--- config.mk ---
export PLATFORM = sky130hd
export DESIGN_NAME = spi_master_param
export DESIGN_NICKNAME = d
export VERILOG_FILES = /design/src/rtl/spi_master_param.sv
export SDC_FILE = /design/constraint.sdc
export NUM_CORES = 1
export LEC_CHECK = 0
export BUFFER_PORTS_ARGS = -buffer_cell sky130_fd_sc_hd__buf_2
export CAP_MARGIN = 40
export CORE_MARGIN = 8
export CORE_UTILIZATION = 35
export DETAILED_ROUTE_END_ITERATION = 12
export GPL_ROUTABILITY_DRIVEN = 0
export GPL_TIMING_DRIVEN = 0
export PLACE_DENSITY_LB_ADDON = 0.08
export REMOVE_ABC_BUFFERS = 1
export SLEW_MARGIN = 40
export SYNTH_ARGS = -nofsm -noshare
export SYNTH_HDL_FRONTEND = slang
export SYNTH_SLANG_ARGS = --single-unit
--- constraint.sdc ---
create_clock -name i_sys_clk -period 2.4 [get_ports i_sys_clk]
set_input_delay 0.12 -clock i_sys_clk [delete_from_list [all_inputs] [get_ports i_sys_clk]]
set_output_delay 0.12 -clock i_sys_clk [all_outputs]
set_load 0.02 [all_outputs]
--- src/rtl/spi_master_param.sv ---
// Parametrised SPI master: one DATA_W word per request, all CPOL/CPHA modes,
// selectable bit order, CS-held bursts and programmable CS setup/hold times.
//
// state   | meaning
// S_IDLE  | CS high, waiting for spi_en
// S_SETUP | CS low for CS_SETUP cycles before the first SCK edge
// S_XFER  | 2*DATA_W SCK edges, one every CLK_DIV cycles
// S_HOLD  | CS low, SCK idle for CS_HOLD cycles, then CS rises
// S_WAIT  | burst pause: CS low, not busy, waiting for the next word
module spi_master_param #(
    parameter int DATA_W    = 8,
    parameter int CLK_DIV   = 4,
    parameter int CPOL      = 0,
    parameter int CPHA      = 0,
    parameter int MSB_FIRST = 1,
    parameter int CS_SETUP  = 2,
    parameter int CS_HOLD   = 2
) (
    input  logic              i_sys_clk,
    input  logic              i_reset_n,
    input  logic              spi_en,
    input  logic              spi_cont,
    input  logic [DATA_W-1:0] tx_data,
    output logic [DATA_W-1:0] rx_data,
    output logic              spi_busy,
    output logic              spi_done,
    output logic              CS,
    output logic              SCK,
    output logic              MOSI,
    input  logic              MISO
);
    localparam int CNT_MAX = (CLK_DIV > CS_SETUP)
                           ? ((CLK_DIV > CS_HOLD) ? CLK_DIV : CS_HOLD)
                           : ((CS_SETUP > CS_HOLD) ? CS_SETUP : CS_HOLD);
    localparam int CNT_W  = (CNT_MAX < 2) ? 1 : $clog2(CNT_MAX);
    localparam int EDGE_W = $clog2(2 * DATA_W);

    localparam logic [CNT_W-1:0]  DIV_LOAD   = CNT_W'(CLK_DIV - 1);
    localparam logic [CNT_W-1:0]  SETUP_LOAD = CNT_W'(CS_SETUP - 1);
    localparam logic [CNT_W-1:0]  HOLD_LOAD  = CNT_W'(CS_HOLD - 1);
    localparam logic [EDGE_W-1:0] EDGE_LOAD  = EDGE_W'(2 * DATA_W - 1);
    localparam logic              SCK_IDLE   = (CPOL != 0);
    localparam logic              LEAD_SHIFT = (CPHA != 0);

    typedef enum logic [2:0] {
        S_IDLE,
        S_SETUP,
        S_XFER,
        S_HOLD,
        S_WAIT
    } state_t;

    state_t              state_q, state_d;
    logic [CNT_W-1:0]    cnt_q, cnt_d;
    logic [EDGE_W-1:0]   edge_q, edge_d;
    logic [DATA_W-1:0]   tx_sr_q, tx_sr_d;
    logic [DATA_W-1:0]   rx_sr_q, rx_sr_d;
    logic [DATA_W-1:0]   rx_q, rx_d;
    logic                cont_q, cont_d;
    logic                sck_q, sck_d;
    logic                mosi_q, mosi_d;
    logic                cs_q, cs_d;
    logic                busy_q, busy_d;
    logic                done_q, done_d;
    logic                accept;
    logic                odd_edge;

    function automatic logic first_bit(input logic [DATA_W-1:0] v);
        return (MSB_FIRST != 0) ? v[DATA_W-1] : v[0];
    endfunction

    function automatic logic [DATA_W-1:0] drop_bit(input logic [DATA_W-1:0] v);
        return (MSB_FIRST != 0) ? (v << 1) : (v >> 1);
    endfunction

    function automatic logic [DATA_W-1:0] push_bit(input logic [DATA_W-1:0] v, input logic b);
        return (MSB_FIRST != 0) ? {v[DATA_W-2:0], b} : {b, v[DATA_W-1:1]};
    endfunction

    assign accept   = spi_en && ((state_q == S_IDLE) || (state_q == S_WAIT));
    // edge_q counts down from 2*DATA_W-1, so its parity matches the edge number
    assign odd_edge = edge_q[0];

    always_comb begin
        state_d = state_q;
        cnt_d   = cnt_q;
        edge_d  = edge_q;
        tx_sr_d = tx_sr_q;
        rx_sr_d = rx_sr_q;
        rx_d    = rx_q;
        cont_d  = cont_q;
        sck_d   = sck_q;
        mosi_d  = mosi_q;
        done_d  = 1'b0;

        if (accept) begin
            cont_d  = spi_cont;
            tx_sr_d = LEAD_SHIFT ? tx_data : drop_bit(tx_data);
            if (!LEAD_SHIFT) begin
                mosi_d = first_bit(tx_data);
            end
        end

        case (state_q)
            S_IDLE: begin
                if (accept) begin
                    state_d = S_SETUP;
                    cnt_d   = SETUP_LOAD;
                end
            end
            S_SETUP: begin
                if (cnt_q == '0) begin
                    state_d = S_XFER;
                    cnt_d   = DIV_LOAD;
                    edge_d  = EDGE_LOAD;
                end else begin
                    cnt_d = cnt_q - CNT_W'(1);
                end
            end
            S_XFER: begin
                if (cnt_q == '0) begin
                    cnt_d  = DIV_LOAD;
                    sck_d  = ~sck_q;
                    edge_d = edge_q - EDGE_W'(1);
                    if (LEAD_SHIFT ? !odd_edge : odd_edge) begin
                        rx_sr_d = push_bit(rx_sr_q, MISO);
                    end
                    if (LEAD_SHIFT ? odd_edge : (!odd_edge && (edge_q != '0))) begin
                        mosi_d  = first_bit(tx_sr_q);
                        tx_sr_d = drop_bit(tx_sr_q);
                    end
                    if (edge_q == '0) begin
                        if (cont_q) begin
                            state_d = S_WAIT;
                            done_d  = 1'b1;
                            rx_d    = rx_sr_d;
                        end else begin
                            state_d = S_HOLD;
                            cnt_d   = HOLD_LOAD;
                        end
                    end
                end else begin
                    cnt_d = cnt_q - CNT_W'(1);
                end
            end
            S_HOLD: begin
                if (cnt_q == '0) begin
                    state_d = S_IDLE;
                    done_d  = 1'b1;
                    rx_d    = rx_sr_q;
                end else begin
                    cnt_d = cnt_q - CNT_W'(1);
                end
            end
            S_WAIT: begin
                if (accept) begin
                    state_d = S_XFER;
                    cnt_d   = DIV_LOAD;
                    edge_d  = EDGE_LOAD;
                end
            end
            default: state_d = S_IDLE;
        endcase

        cs_d   = (state_d == S_IDLE);
        busy_d = (state_d == S_SETUP) || (state_d == S_XFER) || (state_d == S_HOLD);
    end

    always_ff @(posedge i_sys_clk or negedge i_reset_n) begin
        if (!i_reset_n) begin
            state_q <= S_IDLE;
            cnt_q   <= '0;
            edge_q  <= '0;
            tx_sr_q <= '0;
            rx_sr_q <= '0;
            rx_q    <= '0;
            cont_q  <= 1'b0;
            sck_q   <= SCK_IDLE;
            mosi_q  <= 1'b0;
            cs_q    <= 1'b1;
            busy_q  <= 1'b0;
            done_q  <= 1'b0;
        end else begin
            state_q <= state_d;
            cnt_q   <= cnt_d;
            edge_q  <= edge_d;
            tx_sr_q <= tx_sr_d;
            rx_sr_q <= rx_sr_d;
            rx_q    <= rx_d;
            cont_q  <= cont_d;
            sck_q   <= sck_d;
            mosi_q  <= mosi_d;
            cs_q    <= cs_d;
            busy_q  <= busy_d;
            done_q  <= done_d;
        end
    end

    assign rx_data  = rx_q;
    assign spi_busy = busy_q;
    assign spi_done = done_q;
    assign CS       = cs_q;
    assign SCK      = sck_q;
    assign MOSI     = mosi_q;

endmodule

==> results of run 1 <==
-- layout by cell type (no fill, tap or decap), types with 2 or more instances in the layout --
cell type,count
a21oi_1,15
a31oi_1,2
and2_1,2
buf_2,24
clkbuf_8,6
dfrtp_1,38
ha_1,3
inv_1,7
mux2_2,17
mux2_4,8
mux2i_1,8
nand2_1,15
nand2b_1,2
nor2_1,6
nor3_1,3
nor3b_4,2
nor4_1,2
o21ai_0,10
-- worst paths after layout --
check | to | cells after the start
max | rx_data[3] | 6
min | cont_q | 2
max reg2reg | rx_data[3] | 6
min reg2reg | SCK | 1
max in group asynchronous | CS | 2
min in group asynchronous | cnt_q[0] | 2
-- routing by layer --
layer	GRT usage [%]	part of all wire [%]
met2	15.0	46
met4	5.46	2.9
met1	12.3	47
met5	0	0
met3	3.24	3.6
-- registers in the layout (all words and copies together) (netlist names) --
signal    cells
rx_data       8
rx_sr_q       8
tx_sr_q       8
edge_q        4
state_q       3
cnt_q         2
CS            1
MOSI          1
SCK           1
cont_q        1
spi_busy      1
spi_done      1
-- per-stage QoR --
step,setup TNS [ns],cell area (sq um)
after floorplan,0,1900
after global placement,-4.21,2110
after detailed placement,-0.590,2120
after CTS,0,2230
after global routing,0,2250
final,0,2250
-- cells by family after synthesis --
logic type               synth area share [%]
AO/OA/AOI/OAI                            12.1
XOR/XNOR                                0.446
adder cells (fa/ha/maj)                  1.91
buffers and inverters                    4.78
flip-flops                               49.7
multiplexers                             19.9
AND/OR/NAND/NOR                          11.1
-- critical path, cell delays in order, from the launching register on --
cell	delay, ns
dfrtp_1	0.50
inv_1	0.13
ha_1	0.15
nor3b_4	0.34
a21oi_2	0.12
or3_4	0.46
mux2_4	0.33
-- report_power, final --
| part | switching (uW) | internal [uW] |
|---|---|---|
| clock | 220 | 225 |
| sequential | 219 | 894 |
| combinational | 520 | 515 |
| total | 960 | 1630 |
-- cell type report --
type	instances	share of cell area [%]
Tap cell	72	4.00
Clock inverter	1	0.222
Sequential cell	39	43.4
Clock buffer	6	3.67
Timing Repair Buffer	27	7.00
Multi-Input combinational cell	114	40.6
Inverter	7	1.17
-- repair_timing --
| item | CTS | global route |
|---|---|---|
| setup endpoints to repair | 17 | 17 |
| endpoints found under the hold margin | 38 | 0 |
| setup buffers | 0 | 1 |
| gates resized for setup | 1 | 1 |
| hold buffers | 1 | 0 |
==> results.yml, run 1 <==
worst_setup_path:
  rr_startpoint: "edge_q[0]"
  crit_fanout: 9
  crit_start: "edge_q[0]"
  cp-end-kind: "flip-flop"
  crit_type: "flip-flop to flip-flop"
  required_ns: 2.57
  worstPathArrival_ns: 2.33
  r2r_slack_ns: 0.24
  critPathLaunchType: "flip-flop"
logic_synthesis:
  syn_area_sq_um: 1960
  netlist_instances: 170
  synth_edf_count: 0
  yosysMostFrequentCell: "dfrtp_1"
  synth.top_cell.area_share_pct: 48.4
  synthTopCellsByCount: "dfrtp_1, mux2_2, a21oi_1, nand2_1, o21ai_0"
  seq_area_frac_synth_pct: 49.7
  ys_seq_elements: 39
  ys.flop_type: "dfrtp_1"
  synth-async-reset-ratio_pct: 100
  yosysTopAreaCell: "dfrtp_1"
  ys_top_cells_by_area: "dfrtp_1, mux2_2, mux2_4"
  ys_warn_count: 0
  synth_cell_type_count: 40
  syn_avg_cell_area_sq_um: 11.6
cells_and_area:
  seq_area_sq_um: 977
  fill_cells: 550
  areaGrowthSynthToFinish_pct: 14.6
  final_cells: 266
  nNetsFinal: 210
  multi_input_area_sq_um: 913
  n_antenna_cell: 0
  drive_above_1_share_pct: 35.1
  post-route-util_pct: 41.2
floorplan:
  die_w_microns: 90.9
  fp.dieH_microns: 90.9
  coreArea_sq_um: 5470
  rows: 27
  die_area_sq_um: 8270
  start_util_pct: 35.9
  ioPinCount: 26
detailed_routing:
  vias_per_cell: 5.02
  drc: 0
  dr.pass1.iters: 4
  drtIter0Drc: 82
  antenna_left: 0
  avgRoutedWirePerCell_microns: 14.5
  wl_microns: 3860
  via_count: 1336
place:
  placed_cells: 257
  portBuffers: 25
  dpl_worst_slack_ns: -0.0939
  hpwl_microns: 2570
global_routing:
  grt_pass1_wl_microns: 6650
  antenna_found_initial: 0
  grt_pass1_vias: 1368
  gr-total-overflow: 0
  grt_max_degree: 40
  grtUsageTotal_pct: 9.94
sta:
  rsz0062_at_grt: "no"
  slew-limit-headroom_pct: 58.5
  finalCriticalPeriod_ns: 2.16
  fin_skew_ns: 0.00450
  hold_viol_final: 0
  fin_crit_sh_pct: 89.8
  max_freq_ghz: 0.464
  tightest_slew_ns: 0.622
  drv_slew: 0
  whs_ns: 0.0709
  setup_viol: 0
  worst_slack_ns: 0.245
run_status:
  status: "completed"
power_and_ir_drop:
  p_leak_uw: 0.00104
  peakVddDrop_uv: 502
  powerDensity_nw_per_um2: 1150
  total_power_uw: 2590
hold_path:
  hold_path_startpoint: "spi_cont"
  hp-class: "primary input to flip-flop"
clock_tree:
  cts_made_buffers: 5
  clkLatencyLatePin_ns: 0.29
  clock-sinks: 39
  cts_max_path_buffers: 2
  clk_pin_slew_ns: 0.07
  cts_tree: "built"
  htreeDepth: 2
  root_buffer: "clkbuf_8"
flow_run:
  maxCapViolCount: 0
Note: power is estimated with default switching activity, not from simulation.
==> run 2: changes to the inputs <==
==> constraint.sdc (replaced) <==
create_clock -name i_sys_clk -period 2.4 [get_ports i_sys_clk]
set_input_delay 0 -clock i_sys_clk [delete_from_list [all_inputs] [get_ports i_sys_clk]]
set_output_delay 0 -clock i_sys_clk [all_outputs]
set_load 0.02 [all_outputs]
==> results.yml, run 2 (synthesized netlist as in run 1, its figures left out) <==
sta:
  tightest_slew_ns: 0.621
  fin_crit_sh_pct: 89.8
  hold_viol_final: 0
  rsz0062_at_grt: "no"
  fin_skew_ns: 0.00450
  slew-limit-headroom_pct: 58.6
  max_freq_ghz: 0.464
  finalCriticalPeriod_ns: 2.16
  worst_slack_ns: 0.245
  drv_slew: 0
  setup_viol: 0
  setup_tns_ns: 0
floorplan:
  ioPinCount: 26
  fp.dieH_microns: 90.9
  die_w_microns: 90.9
  coreArea_sq_um: 5470
  start_util_pct: 35.9
  rows: 27
  die_area_sq_um: 8270
clock_tree:
  htreeDepth: 2
  clk_pin_slew_ns: 0.07
  root_buffer: "clkbuf_8"
  clkLatencyLatePin_ns: 0.29
  cts_max_path_buffers: 2
  cts_tree: "built"
  clock-sinks: 39
  cts_made_buffers: 5
global_routing:
  gr-total-overflow: 0
  grtUsageTotal_pct: 9.99
  grt_max_degree: 40
  antenna_found_initial: 0
  grt_pass1_wl_microns: 6710
  grt_pass1_vias: 1386
cells_and_area:
  areaGrowthSynthToFinish_pct: 16.2
  final_cell_mix: "dfrtp_1, buf_2, mux2_2"
  drive_above_1_share_pct: 34.5
  nNetsFinal: 213
  final_common_cell: "dfrtp_1"
  n_antenna_cell: 0
  post-route-util_pct: 41.7
detailed_routing:
  dr.pass1.iters: 4
  drtIter0Drc: 77
  drc: 0
  avgRoutedWirePerCell_microns: 14.3
  antenna_left: 0
  via_count: 1350
  vias_per_cell: 5.02
  wl_microns: 3850
hold_path:
  hp-class: "primary input to flip-flop"
  hold_path_startpoint: "tx_data[1]"
place:
  portBuffers: 25
  dpl_worst_slack_ns: -0.0939
  hpwl_microns: 2570
worst_setup_path:
  required_ns: 2.57
  crit_fanout: 9
  crit_start: "edge_q[0]"
  rr_startpoint: "edge_q[0]"
  cp-end-kind: "flip-flop"
  critPathLaunchType: "flip-flop"
  worstPathArrival_ns: 2.33
  crit_type: "flip-flop to flip-flop"
run_status:
  status: "completed"
flow_run:
  maxCapViolCount: 0
power_and_ir_drop:
  peakVddDrop_uv: 502
  powerDensity_nw_per_um2: 1140
  p_leak_uw: 0.00105
==> run 2: per-layer routing <==
metal / share of wire [%] / GRT usage [%] / vias up
met5: 0 / 0 / -
met4: 1.9 / 5.46 / 0
met3: 4.4 / 3.24 / 7
met2: 47 / 15.0 / 28
met1: 47 / 12.4 / 658
li1: - / - / 657
==> run 2: worst paths after layout <==
path,endpoint,slack (ns),depth (start not counted)
setup / recovery,rx_data[3],0.24,6
hold / removal,tx_sr_q[2],0.006,3
setup reg to reg,rx_data[3],0.24,6
hold reg to reg,SCK,0.46,1
max in group asynchronous,CS,1.82,2
min in group asynchronous,cnt_q[0],0.22,2
==> run 2: layout make-up <==
class,count,area (sq um)
flip-flops and latches,39,977
multi-input cells,114,913
fillers,550,3190
inverters,7,26.3
clock inverters,1,5.00
well taps,72,90.1
clock buffers,6,82.6
repair buffers,30,188
==> run 2: worst max-delay path, stage by stage (launching register included) <==
cell	delay, ns
dfrtp_1	0.50
inv_1	0.13
ha_1	0.15
nor3b_4	0.34
a21oi_2	0.13
or3_4	0.46
mux2_4	0.33
==> run 2: per-stage QoR <==
| stage | power [uW] | area [sq um] | instances | hold WS, ns |
|---|---|---|---|---|
| finish | 2600 | 2280 | 269 | 0.00637 |
| detailed placement | 2140 | 2120 | 257 | 0.0136 |
| global placement | 2100 | 2110 | 257 | 0.162 |
| CTS | 2620 | 2260 | 268 | 0.00289 |
| floorplan | 1850 | 1900 | 160 | -0.296 |
| global route | 2810 | 2280 | 269 | 0.0131 |
==> run 2: power by group <==
group	internal [uW]	total [uW]	leakage, uW	switching, uW
Sequential	894	1110	0.000473	217
Combinational	518	1040	0.000532	521
Clock	225	446	0.0000470	220
==> run 2: timing repair <==
item / in CTS / in global routing
hold endpoints to repair: 41 / 0
resized for setup: 1 / 1
hold buffers: 4 / 0
setup endpoints to repair: 17 / 17
cloned: 0 / 0
setup buffers: 0 / 1
==> run 3: changes to the inputs <==
--- a/config.mk
+++ b/config.mk
@@ -7,8 +7,8 @@
 export LEC_CHECK = 0
 export BUFFER_PORTS_ARGS = -buffer_cell sky130_fd_sc_hd__buf_2
 export CAP_MARGIN = 40
-export CORE_MARGIN = 8
-export CORE_UTILIZATION = 35
+export CORE_MARGIN = 1
+export CORE_UTILIZATION = 50
 export DETAILED_ROUTE_END_ITERATION = 12
 export GPL_ROUTABILITY_DRIVEN = 0
 export GPL_TIMING_DRIVEN = 0
==> results.yml, run 3 (synthesized netlist as in run 1, its figures left out) <==
clock_tree:
  cts_max_path_buffers: 2
  root_buffer: "clkbuf_8"
  clk_pin_slew_ns: 0.08
  cts_tree: "built"
  clkLatencyLatePin_ns: 0.28
  clock-sinks: 39
  cts_made_buffers: 5
  htreeDepth: 2
cells_and_area:
  final_common_cell: "dfrtp_1"
  n_antenna_cell: 0
  fill_cells: 326
  nNetsFinal: 212
  final_cell_mix: "dfrtp_1, buf_2, mux2_2"
  post-route-util_pct: 60.3
  drive_above_1_share_pct: 34.7
  fin_area_sq_um: 2240
  areaGrowthSynthToFinish_pct: 14.1
flow_run:
  maxCapViolCount: 0
power_and_ir_drop:
  peakVddDrop_uv: 557
  power_switching_share_pct: 36.7
  powerDensity_nw_per_um2: 1150
  comb_power_share_pct: 39.9
  intPower_uw: 1640
  switchingPower_uw: 948
  power.share.sequential_pct: 43.2
  p_leak_uw: 0.00105
  p_clk_share_pct: 17.0
sta:
  drv_slew: 0
  fin_crit_sh_pct: 90.1
  setup_viol: 0
  fin_skew_ns: 0.00633
  worst_slack_ns: 0.237
  rsz0062_at_grt: "no"
  finalCriticalPeriod_ns: 2.16
  hold_viol_final: 0
  max_freq_ghz: 0.462
  tightest_slew_ns: 0.616
  slew-limit-headroom_pct: 58.9
global_routing:
  grt_max_degree: 40
  gr-total-overflow: 0
  grt_pass1_vias: 1264
  antenna_found_initial: 0
  grtUsageTotal_pct: 19.1
  grt_pass1_wl_microns: 5990
worst_setup_path:
  critPathLaunchType: "flip-flop"
  worstPathArrival_ns: 2.33
  crit_type: "flip-flop to flip-flop"
  crit_fanout: 9
  cp-end-kind: "flip-flop"
  required_ns: 2.57
floorplan:
  coreArea_sq_um: 3720
  ioPinCount: 26
  fp.dieH_microns: 64.7
  rows: 22
  die_area_sq_um: 4180
  die_w_microns: 64.7
  start_util_pct: 52.9
detailed_routing:
  antenna_left: 0
  drtIter0Drc: 104
  vias_per_cell: 5.50
  dr.pass1.iters: 4
  wl_microns: 3560
  avgRoutedWirePerCell_microns: 14.6
  via_count: 1342
  drc: 0
hold_path:
  hp-class: "primary input to flip-flop"
place:
  postPlaceCellArea_sq_um: 2090
  dpl_worst_slack_ns: -0.0569
  portBuffers: 25
  hpwl_microns: 2400
run_status:
  status: "completed"
-- run 3: area by class of cell --
cell class,instances,area [sq um],share of cell area [%]
Sequential cell,39,977,43.6
Clock buffer,6,82.6,3.68
Timing Repair Buffer,29,178,7.92
Tap cell,48,60.1,2.68
Inverter,7,26.3,1.17
Multi-Input combinational cell,114,913,40.7
Clock inverter,1,5.00,0.223
-- run 3: path summary, 6_finish.rpt --
check / slack, ns / end / startpoint / cells past startpoint
max: 0.24 / rx_data[0] / edge_q[0] / 6
min: 0.01 / tx_sr_q[7] / tx_data[6] / 3
max reg2reg: 0.24 / rx_data[0] / edge_q[0] / 6
min reg2reg: 0.48 / SCK / SCK / 1
max in group asynchronous: 1.82 / CS / i_reset_n / 2
min in group asynchronous: 0.23 / cnt_q[1] / i_reset_n / 2
-- run 3: per-stage QoR --
| stage | hold WS [ns] | cells | TNS (ns) | total power, uW |
|---|---|---|---|---|
| floorplan | -0.296 | 160 | 0 | 1850 |
| global placement | 0.156 | 233 | -2.83 | 2070 |
| detailed placement | -0.00200 | 233 | -0.156 | 2140 |
| CTS | 0.00679 | 244 | 0 | 2590 |
| global route | 0.0270 | 244 | 0 | 2780 |
| finish | 0.0126 | 244 | 0 | 2580 |
-- run 3: metal layers --
layer / vias up / share of wire [%] / global-route usage [%]
met5: - / 0 / 0
met4: 0 / 1.1 / 6.67
met3: 4 / 3.5 / 4.93
met2: 31 / 47 / 30.4
met1: 646 / 48 / 25.3
li1: 661 / - / -
-- run 3: power groups by stage --
stage                     Clock (uW)  Sequential [uW]  Combinational, uW
after floorplan                    0             1160                692
after global placement             0             1100                977
after detailed placement           0             1120               1010
after CTS                        453             1110               1020
after global routing             476             1150               1150
final                            439             1120               1030
-- run 3: critical path: stages (launching register included) --
cell	delay (ns)
dfrtp_1	0.50
inv_1	0.13
ha_1	0.17
nor3b_4	0.33
a21oi_2	0.13
or3_4	0.46
mux2_4	0.33
-- run 3: what timing repair did --
| action | in CTS | in global routing |
|---|---|---|
| gates cloned | 0 | 0 |
| endpoints found under the setup margin | 8 | 18 |
| resized for setup | 0 | 2 |
| endpoints found under the hold margin | 40 | 0 |
| setup buffers | 1 | 0 |
| hold buffers | 3 | 0 |
